**src/rtl/udp_gap_timer.sv**
```systemverilog
// Counts enabled ticks since the last accepted word and saturates at twice the period.
// Flags an exact-period arrival and fires a single timeout on the tick the count saturates.
module udp_gap_timer #(
  parameter int PERIOD = 21,
  parameter int GW     = $clog2(2*PERIOD+1)
) (
  input  logic clk,
  input  logic rst_n,
  input  logic i_ce,
  input  logic i_restart,
  output logic o_eq_period,
  output logic o_timeout_pulse
);

  localparam logic [GW-1:0] G_MAX = GW'(2*PERIOD);
  localparam logic [GW-1:0] G_PER = GW'(PERIOD);

  logic [GW-1:0] r_gap;

  // Restart loads 1 so the value seen at the next accept is the tick distance.
  always_ff @(posedge clk or negedge rst_n) begin
    if (!rst_n)
      r_gap <= '0;
    else if (i_ce) begin
      if (i_restart)
        r_gap <= GW'(1);
      else if (r_gap != G_MAX)
        r_gap <= r_gap + GW'(1);
    end
  end

  assign o_eq_period     = (r_gap == G_PER);
  assign o_timeout_pulse = i_ce & ~i_restart & (r_gap == G_MAX - GW'(1));

endmodule

```
**config.mk**
```make
export PLATFORM = sky130hd
export DESIGN_NAME = udp_gap_timer
export DESIGN_NICKNAME = d
export VERILOG_FILES = /design/src/rtl/udp_gap_timer.sv
export SDC_FILE = /design/constraint.sdc
export NUM_CORES = 1
export LEC_CHECK = 0
export CELL_PAD_IN_SITES_DETAIL_PLACEMENT = 1
export CELL_PAD_IN_SITES_GLOBAL_PLACEMENT = 1
export CORE_AREA = 3 3 40 42
export CTS_CLUSTER_DIAMETER = 50
export DETAILED_ROUTE_END_ITERATION = 10
export DIE_AREA = 0 0 43 45
export GPL_TIMING_DRIVEN = 0
export PLACE_DENSITY_LB_ADDON = 0.1
export SETUP_SLACK_MARGIN = 0.15
export SLEW_MARGIN = 5
export SYNTH_ARGS = -nofsm -noshare
export SYNTH_HDL_FRONTEND = slang
export SYNTH_SLANG_ARGS = --single-unit
```
**constraint.sdc**
```tcl
create_clock -name clk -period 3.21 [get_ports clk]
set_input_delay 0.8025 -clock clk [delete_from_list [all_inputs] [get_ports clk]]
set_output_delay 0.8025 -clock clk [all_outputs]
set_load 0.01 [all_outputs]
```
Yosys cells after proc, flatten, opt, wreduce, memory -nomap -nowiden --
Index checks and enable logic that the tools add are counted.
Storage, ports and cells: input port bits 4, bits in registers 6, word-level logic and storage cells 12
Cells by class: add/sub/neg operators 1, reductions and logical operators 2, eq/ne operators 3, bitwise operators 3, multiplexer cells 2
Operators with widths (count):
- two-way mux 6 bit | 2
- adder 6 x 1 -> 6 bit, second input constant | 1
- == test 6 x 5 -> 1 bit, second input constant | 1
- == test 6 bit, second input constant | 1
- != test 6 bit, second input constant | 1
- AND 1 bit | 2
- AND reduction 2 bit | 1
- nonzero test 2 bit | 1
- NOT 1 bit | 1

Depth between registers and ports, before layout --
Gate-level depths: netlist of the first run.
depth after elaboration 3, mapped depth 5, mapped depth without buffers 5

Worst setup path before layout of the first run --
No wires, ideal clock.
kind input-to-output, start input port i_restart, end output port o_timeout_pulse, stages on the path 2, path slack 999 ps, data arrival time 1408 ps, data required time 2408 ps, cell sequence buf_4 -> nor4_1
Between the ends: word-level cells in the longest chain between the ends 3
RTL lines:
- start: declaration | RTL line 10 | input logic i_restart,
- NOT 1 bit | RTL line 33 | assign o_timeout_pulse = i_ce & ~i_restart & (r_gap == G_MAX - GW'(1));
- AND 1 bit (2 in a row) | RTL line 33
- end: declaration | RTL line 12 | output logic o_timeout_pulse
No other way between the ends.

Final worst setup path of the first run --
start input port i_ce, end output port o_timeout_pulse
Between the ends: word-level cells in the longest chain between the ends 2
RTL lines:
- start: declaration | RTL line 9 | input logic i_ce,
- AND 1 bit (2 in a row) | RTL line 33
No other way between the ends.

==> summary.txt, run 1 <==
Run status
  • Status: completed

Floorplanning
  • Core area: ~1300 sq um
  • Die height: 45 microns
  • Row cnt: 13
  • Die area: just under 2000 sq um
  • # IOs: 6
  • Die X: ~43 microns
  • Initial Util: 33.4%

Setup path
  • Worst setup path category: input pin to output port
  • Arr. time, crit path: 2170 ps
  • Worst Path Max Fanout: 5
  • Path depth of the worst reg2reg path: 5
  • Crit end category: output port
  • Crit start category: input pin
  • WP data required: 2410 ps
  • Flop2flop setup slack: roughly 1600 ps
  • Reg-to-reg startpoint: r_gap[0]
  • Reg-to-Reg End: r_gap[1]

Synth
  • Synth cell types: 22
  • Post-synthesis sequential area ratio: 35.0%
  • Synth Cell Area: 429 sq um
  • Primary FF master, synth: dfrtp_1
  • Yosys Warn Count: 0
  • Post-synth EDFFs: 0
  • Syn Nets: 50
  • Post-synthesis async set-or-reset flop share: 100%
  • Top cell type by total area after synthesis: dfrtp_1
  • Synth Instances: 43
  • Yosys reg bits: 6
  • Post-synth top area share: 35.0%
  • Syn Area/Cell: between 9 and 10 sq um
  • Ranking of synthesized cells by area: dfrtp_1, ha_1, mux2i_1, o41ai_4, o2bb2ai_1

Timing
  • Least-Margin Pin Slew: about 430 ps
  • Final setup viols: 0
  • Rel. slew slack: a little over 70%
  • Fin crit period: 2970 ps
  • Final setup margin: between 200 and 250 ps
  • FMAX: 0.337 GHz
  • RSZ-0062 raised after global routing: no
  • Final Cycle Share: 92.5%
  • Final Hold Fails: 0
  • Max-slew violations: 0
  • Layout Skew: 2.44 ps

CTS
  • Clock sink total: 6
  • Max clock buf depth: 2
  • H-tree depth: 1
  • Clk root buf: clkbuf_4
  • Setup repair bufs after CTS: 0
  • TritonCTS clock tree: built
  • Hold Buf Count CTS: 0
  • CTS buffer count: 3
  • CTS clk-pin slew, worst paths: roughly 40 ps
  • Post-CTS Resized: 1
  • Clock latency on the worst-skew pair: 240 ps

Placed design
  • Post-placement setup slack: -28.4 ps
  • Post-DP HPWL: 766 microns
  • Port bufs: 4
  • GP Congestion: 0.726
  • Placed insts: 62

Cells and area
  • Share of cells above drive strength 1: 18.0%
  • Fill cells: 157
  • Area Overhead vs Synth: 18.7%
  • # diodes: 0
  • Final nets: 59
  • Final Non-Filler Cells: 65
  • Largest register FFs: 6
  • Final core occ: 39.6%
  • Biggest regs: r_gap: 6 flops
  • Largest register by flop count: r_gap

Min path
  • Hold path cells: 1
  • HP Start: r_gap[4]
  • Worst Hold Class: flop to flop
  • End of the worst hold path: r_gap[4]

Routing
  • Via count: 324
  • Antenna viol nets, final: 0
  • DRC violation count after routing: 0
  • Drt pass-1 iters: 3
  • Drt initial violations: 2
  • Routed len/inst: 14.3 microns
  • Drt via density: 4.98
  • DRT Wirelength: 927 microns

Pwr
  • Pwr Total: between 0.2 and 0.3 mW
  • Worst VDD drop: approximately 0.24 mV
  • PwrDens: 511 nW/um^2
  • Static Leak: 0.234 nW

Global routing
  • First-pass GRT wire length: 1.63 mm
  • Vias in the first global route: 368
  • Gr ovfl total: 0
  • Largest net degree at the start of global routing: 11
  • Total global-route track usage: 11.5%
  • Initial antenna violation count: 0

Flow run
  • MaxCap Viol Count: 0
-- layout make-up --
cell class                 instances  area (sq um)  area share (%)
multi-input combinational         32           256            50.4
sequential                         6           150            29.5
timing repair buffer               4          38.8            7.62
clock buffer                       3          22.5            4.42
tap                               15          18.8            3.69
inverter                           4          15.0            2.95
buffer                             1          7.51            1.47
-- worst max path at each step --
stage / start / to / slack [ps] / cells past startpoint
3_5_place_dp: i_ce / o_timeout_pulse / -30 / 5
6_report: i_ce / o_timeout_pulse / 240 / 5
2_1_floorplan: i_restart / o_timeout_pulse / 1000 / 2
4_1_cts: i_ce / o_timeout_pulse / 240 / 5
3_3_place_gp: i_ce / o_timeout_pulse / 5 / 5
5_1_grt: i_ce / o_timeout_pulse / 170 / 5
-- cell usage in the layout, fill, tap and decap left out, types with 3 or more instances in the layout --
master	instances
dfrtp_1	6
inv_1	4
nor2_1	4
nand2_1	3
mux2i_1	3
ha_1	3
clkbuf_4	3
clkdlybuf4s50_1	3
-- kinds of logic (layout without fill, tap and decap cells) --
logic type,after synthesis,in the layout,synth area share [%]
and+or+nand+nor,19,19,25.7
AOI/OAI and AO/OA,6,6,14.9
DFF,6,6,35.0
buffers and inverters,5,12,5.25
muxes,4,4,10.5
adders and majority gates,3,3,8.75
-- cells in the mapped netlist (2+ instances only) --
master,instances
dfrtp_1,6
ha_1,3
inv_1,4
mux2i_1,3
nand2_1,3
nand3_1,2
nor2_1,4
nor2b_1,2
o21ai_0,2
o2bb2ai_1,2
-- per-stage QoR --
| step | hold slack [ps] | instance area (sq um) | TNS, ps |
|---|---|---|---|
| floorplan | 507 | 429 | 0 |
| global placement | 579 | 488 | 0 |
| detailed placement | 601 | 488 | -28.4 |
| CTS | 610 | 509 | 0 |
| global route | 646 | 509 | 0 |
| finish | 606 | 509 | 0 |
-- report_power, final --
group / switching (mW) / leakage (nW) / internal (mW)
clock network: 0.0226 / 0.0138 / 0.0420
logic: 0.0334 / 0.143 / 0.0365
registers: 0.0320 / 0.0775 / 0.0938
-- routing by layer --
layer	track usage [%]	up-vias	part of all wire (%)
met5	0	-	0
li1	-	167	-
met2	18.9	5	49
met4	7.23	0	0
met1	13.9	152	49
met3	2.39	0	2.4
-- worst max-delay path: stages --
cell	delay, ps
dlygate4sd2_1	320
nor2b_1	220
nand2_1	70
nor4_1	180
clkdlybuf4s50_1	580
No activity file was read; power rests on OpenSTA's default activity.
==> run 2: changes to the inputs <==
--- a/config.mk
+++ b/config.mk
@@ -5,12 +5,13 @@
 export SDC_FILE = /design/constraint.sdc
 export NUM_CORES = 1
 export LEC_CHECK = 0
+export ABC_AREA = 1
 export CELL_PAD_IN_SITES_DETAIL_PLACEMENT = 1
 export CELL_PAD_IN_SITES_GLOBAL_PLACEMENT = 1
-export CORE_AREA = 3 3 40 42
+export CORE_MARGIN = 3
+export CORE_UTILIZATION = 32
 export CTS_CLUSTER_DIAMETER = 50
 export DETAILED_ROUTE_END_ITERATION = 10
-export DIE_AREA = 0 0 43 45
 export GPL_TIMING_DRIVEN = 0
 export PLACE_DENSITY_LB_ADDON = 0.1
 export SETUP_SLACK_MARGIN = 0.15
==> constraint.sdc (replaced) <==
create_clock -name clk -period 2.5 [get_ports clk]
set_input_delay 0.625 -clock clk [delete_from_list [all_inputs] [get_ports clk]]
set_output_delay 0.625 -clock clk [all_outputs]
set_load 0.01 [all_outputs]
==> run 2 against run 1 <==
Utilization grew 3.8 points. Sequential power shrank 9%. Combinational power shrank 40%. Routed wire length grew 12%. Die area shrank 6.1%. Cell count grew 25%. Hold slack lost 55 ps. Critical path depth shrank 1. Area after synthesis is the same. Critical path type unchanged. Critical endpoint unchanged. Largest power group unchanged.
==> summary.txt, run 2 <==
Setup path
  • Crit end category: output port (unchanged)
  • WP data required: 1880 ps (was 2410 ps)
  • Worst setup path category: input pin to output port (unchanged)
  • Crit start category: input pin (unchanged)
  • Arr. time, crit path: 1600 ps (was 2170 ps)
  • Worst Path Max Fanout: 3 (was 5)

Placed design
  • Placed insts: 78 (was 62)
  • Post-placement setup slack: -131 ps (was -28.4 ps)
  • GP Congestion: 0.778 (was 0.726)
  • Port bufs: 5 (was 4)
  • Post-DP HPWL: 801 microns (was 766 microns)

Routing
  • Via count: 400 (was 324)
  • Routed len/inst: 12.8 microns (was 14.3 microns)
  • Drt pass-1 iters: 4 (was 3)
  • Drt initial violations: 11 (was 2)
  • DRC violation count after routing: 0 (unchanged)
  • Antenna viol nets, final: 0 (unchanged)
  • DRT Wirelength: 1.04 mm (was 927 microns)
  • Drt via density: 4.94 (was 4.98)

Floorplanning
  • Die X: 42.6 microns (was 43 microns)
  • Core area: 1190 sq um (was 1280 sq um)
  • # IOs: 6 (unchanged)
  • Die area: 1820 sq um (was 1940 sq um)
  • Die height: 42.6 microns (was 45 microns)
  • Initial Util: 36.2% (was 33.4%)
  • Row cnt: 12 (was 13)

Synth
  • Synth Cell Area: 429 sq um (unchanged)
  • Top cells by count, synth: nand2_1, inv_1, dfrtp_1, nand3_1, nor2_1 (was dfrtp_1, inv_1, nor2_1)
  • Synth Area in Compound Gates: 9.62% (was 14.9%)
  • Post-synthesis sequential area ratio: 35.0% (unchanged)
  • Yosys reg bits: 6 (unchanged)
  • Post-synth top area share: 35.0% (unchanged)
  • Most numerous cell in the Yosys netlist: nand2_1 (was dfrtp_1)
  • Post-synthesis mux area share: 0% (was 10.5%)
  • Post-Synth Adder-Cell Area: 8.75% (unchanged)
  • Synth Instances: 59 (was 43)
  • Largest family of logic cells by synthesized area: simple AND/OR/NAND/NOR gates (unchanged)
  • Primary FF master, synth: dfrtp_1 (unchanged)
  • Top cell type by total area after synthesis: dfrtp_1 (unchanged)
  • Yosys Warn Count: 0 (unchanged)
  • Syn Nets: 66 (was 50)
  • Synth cell types: 17 (was 22)
  • Ranking of synthesized cells by area: dfrtp_1, nand2_1, ha_1, inv_1, nand3_1 (was dfrtp_1, ha_1, mux2i_1, o41ai_4, o2bb2ai_1)
  • Xor/xnor share of the synthesized area: 2.04% (was 0%)
  • Syn Area/Cell: 7.27 sq um (was 9.98 sq um)
  • Synth Area in Simple Gates: 35.9% (was 25.7%)
  • Post-synthesis async set-or-reset flop share: 100% (unchanged)
  • Post-synth EDFFs: 0 (unchanged)

Timing
  • FMAX: 0.449 GHz
  • Final setup margin: 274 ps (was 241 ps)
  • Final setup viols: 0 (unchanged)
  • Max-slew violations: 0 (unchanged)
  • Final Cycle Share: between 80% and 90%
  • Layout Skew: 4.09 ps (was 2.44 ps)
  • Fin crit period: 2230 ps
  • Setup_tns: 0 ps (unchanged)
  • Rel. slew slack: 79.3% (was 71.4%)
  • Least-Margin Pin Slew: 309 ps (was 427 ps)
  • Final Hold Fails: 0 (unchanged)
  • RSZ-0062 raised after global routing: no (unchanged)

Flow run
  • MaxCap Viol Count: 0 (unchanged)

Pwr
  • PwrDens: 488 nW/um^2 (was 511 nW/um^2)
  • Worst VDD drop: 0.322 mV (was 0.238 mV)
  • Pwr Total: 0.251 mW (was 0.260 mW)
  • Static Leak: 0.248 nW (was 0.234 nW)

CTS
  • Post-CTS Resized: 3 (was 1)
  • Clk root buf: clkbuf_4 (unchanged)
  • TritonCTS clock tree: built (unchanged)
  • Hold Buf Count CTS: 0 (unchanged)
  • Clock sink total: 6 (unchanged)
  • CTS buffer count: 3 (unchanged)
  • Clock latency on the worst-skew pair: 240 ps (about the same)
  • CTS clk-pin slew, worst paths: 50 ps (was 40 ps)
  • H-tree depth: 1 (unchanged)
  • Max clock buf depth: 2 (unchanged)
  • Setup repair bufs after CTS: 0 (unchanged)

Global routing
  • Gr ovfl total: 0 (unchanged)
  • Largest net degree at the start of global routing: 7 (was 11)
  • Total global-route track usage: 13.3% (was 11.5%)
  • Vias in the first global route: 434 (was 368)
  • First-pass GRT wire length: 1.84 mm (was 1.63 mm)
  • Initial antenna violation count: 0 (unchanged)

Cells and area
  • Final nets: 76 (was 59)
  • Share of cells above drive strength 1: 13.4% (was 18.0%)
  • Commonest cells after routing, fill and taps aside: nand2_1, inv_1, nand3_1, dfrtp_1, nor2_1 (was dfrtp_1, inv_1, nor2_1)
  • Largest register by flop count: r_gap (unchanged)
  • Area Overhead vs Synth: 20.1% (was 18.7%)
  • Biggest regs: r_gap: 6 flops (unchanged)
  • Most common cell after layout, fill and taps aside: nand2_1 (was dfrtp_1)
  • Largest register FFs: 6 (unchanged)
  • # diodes: 0 (unchanged)
  • Final Non-Filler Cells: 81 (was 65)

Run status
  • Status: completed (unchanged)

Min path
  • Worst Hold Class: flop to flop (unchanged)
run 2: critical path, stage by stage:
cell and delay, ps:
clkdlybuf4s50_1 520, nand4_1 110, nor2_1 80, dlygate4sd2_1 260
run 2: worst paths after layout:
path / from / end / slack (ps) / cells after the start
hold / removal: r_gap[4] / r_gap[4] / 550 / 2
min in group asynchronous: rst_n / r_gap[4] / 630 / 1
setup reg to reg: r_gap[0] / r_gap[0] / 1150 / 5
hold reg to reg: r_gap[4] / r_gap[4] / 550 / 2
setup / recovery: i_ce / o_timeout_pulse / 270 / 4
max in group asynchronous: rst_n / r_gap[1] / 1630 / 1
run 2: through the flow:
stage / utilization (%) / hold slack, ps / cell area [sq um]
2_1_floorplan: - / 329 / 429
3_3_place_gp: 41.9 / 535 / 497
3_5_place_dp: 41.9 / 533 / 497
4_1_cts: 43.5 / 555 / 515
5_1_grt: 43.5 / 588 / 515
6_report: 43.5 / 550 / 515
run 2: layout make-up:
type                            instances  area [sq um]
Clock buffer                            3          22.5
Fill cell                             163           671
Inverter                               10          37.5
Multi-Input combinational cell         43           241
Sequential cell                         6           150
Tap cell                               14          17.5
Timing Repair Buffer                    5          46.3
run 2: logic make-up (layout without fill, tap and decap cells):
family          Yosys count  after routing
simple gates             32             32
buf+inv                  10             18
compound gates            7              7
flops                     6              6
fa+ha+maj                 3              3
xor+xnor                  1              1
run 2: report_power, final:
group | internal, mW | leakage [nW] | switching [mW]
Clock | 0.0547 | 0.0138 | 0.0397
Combinational | 0.0172 | 0.155 | 0.0247
Sequential | 0.104 | 0.0798 | 0.0109
run 2: per-layer routing:
layer | track usage, % | up-vias | wire (microns)
met2 | 21.6 | 7 | 472
li1 | - | 202 | -
met4 | 5.59 | 0 | 8
met3 | 1.72 | 2 | 39
met5 | 0 | - | 0
met1 | 17.4 | 189 | 514
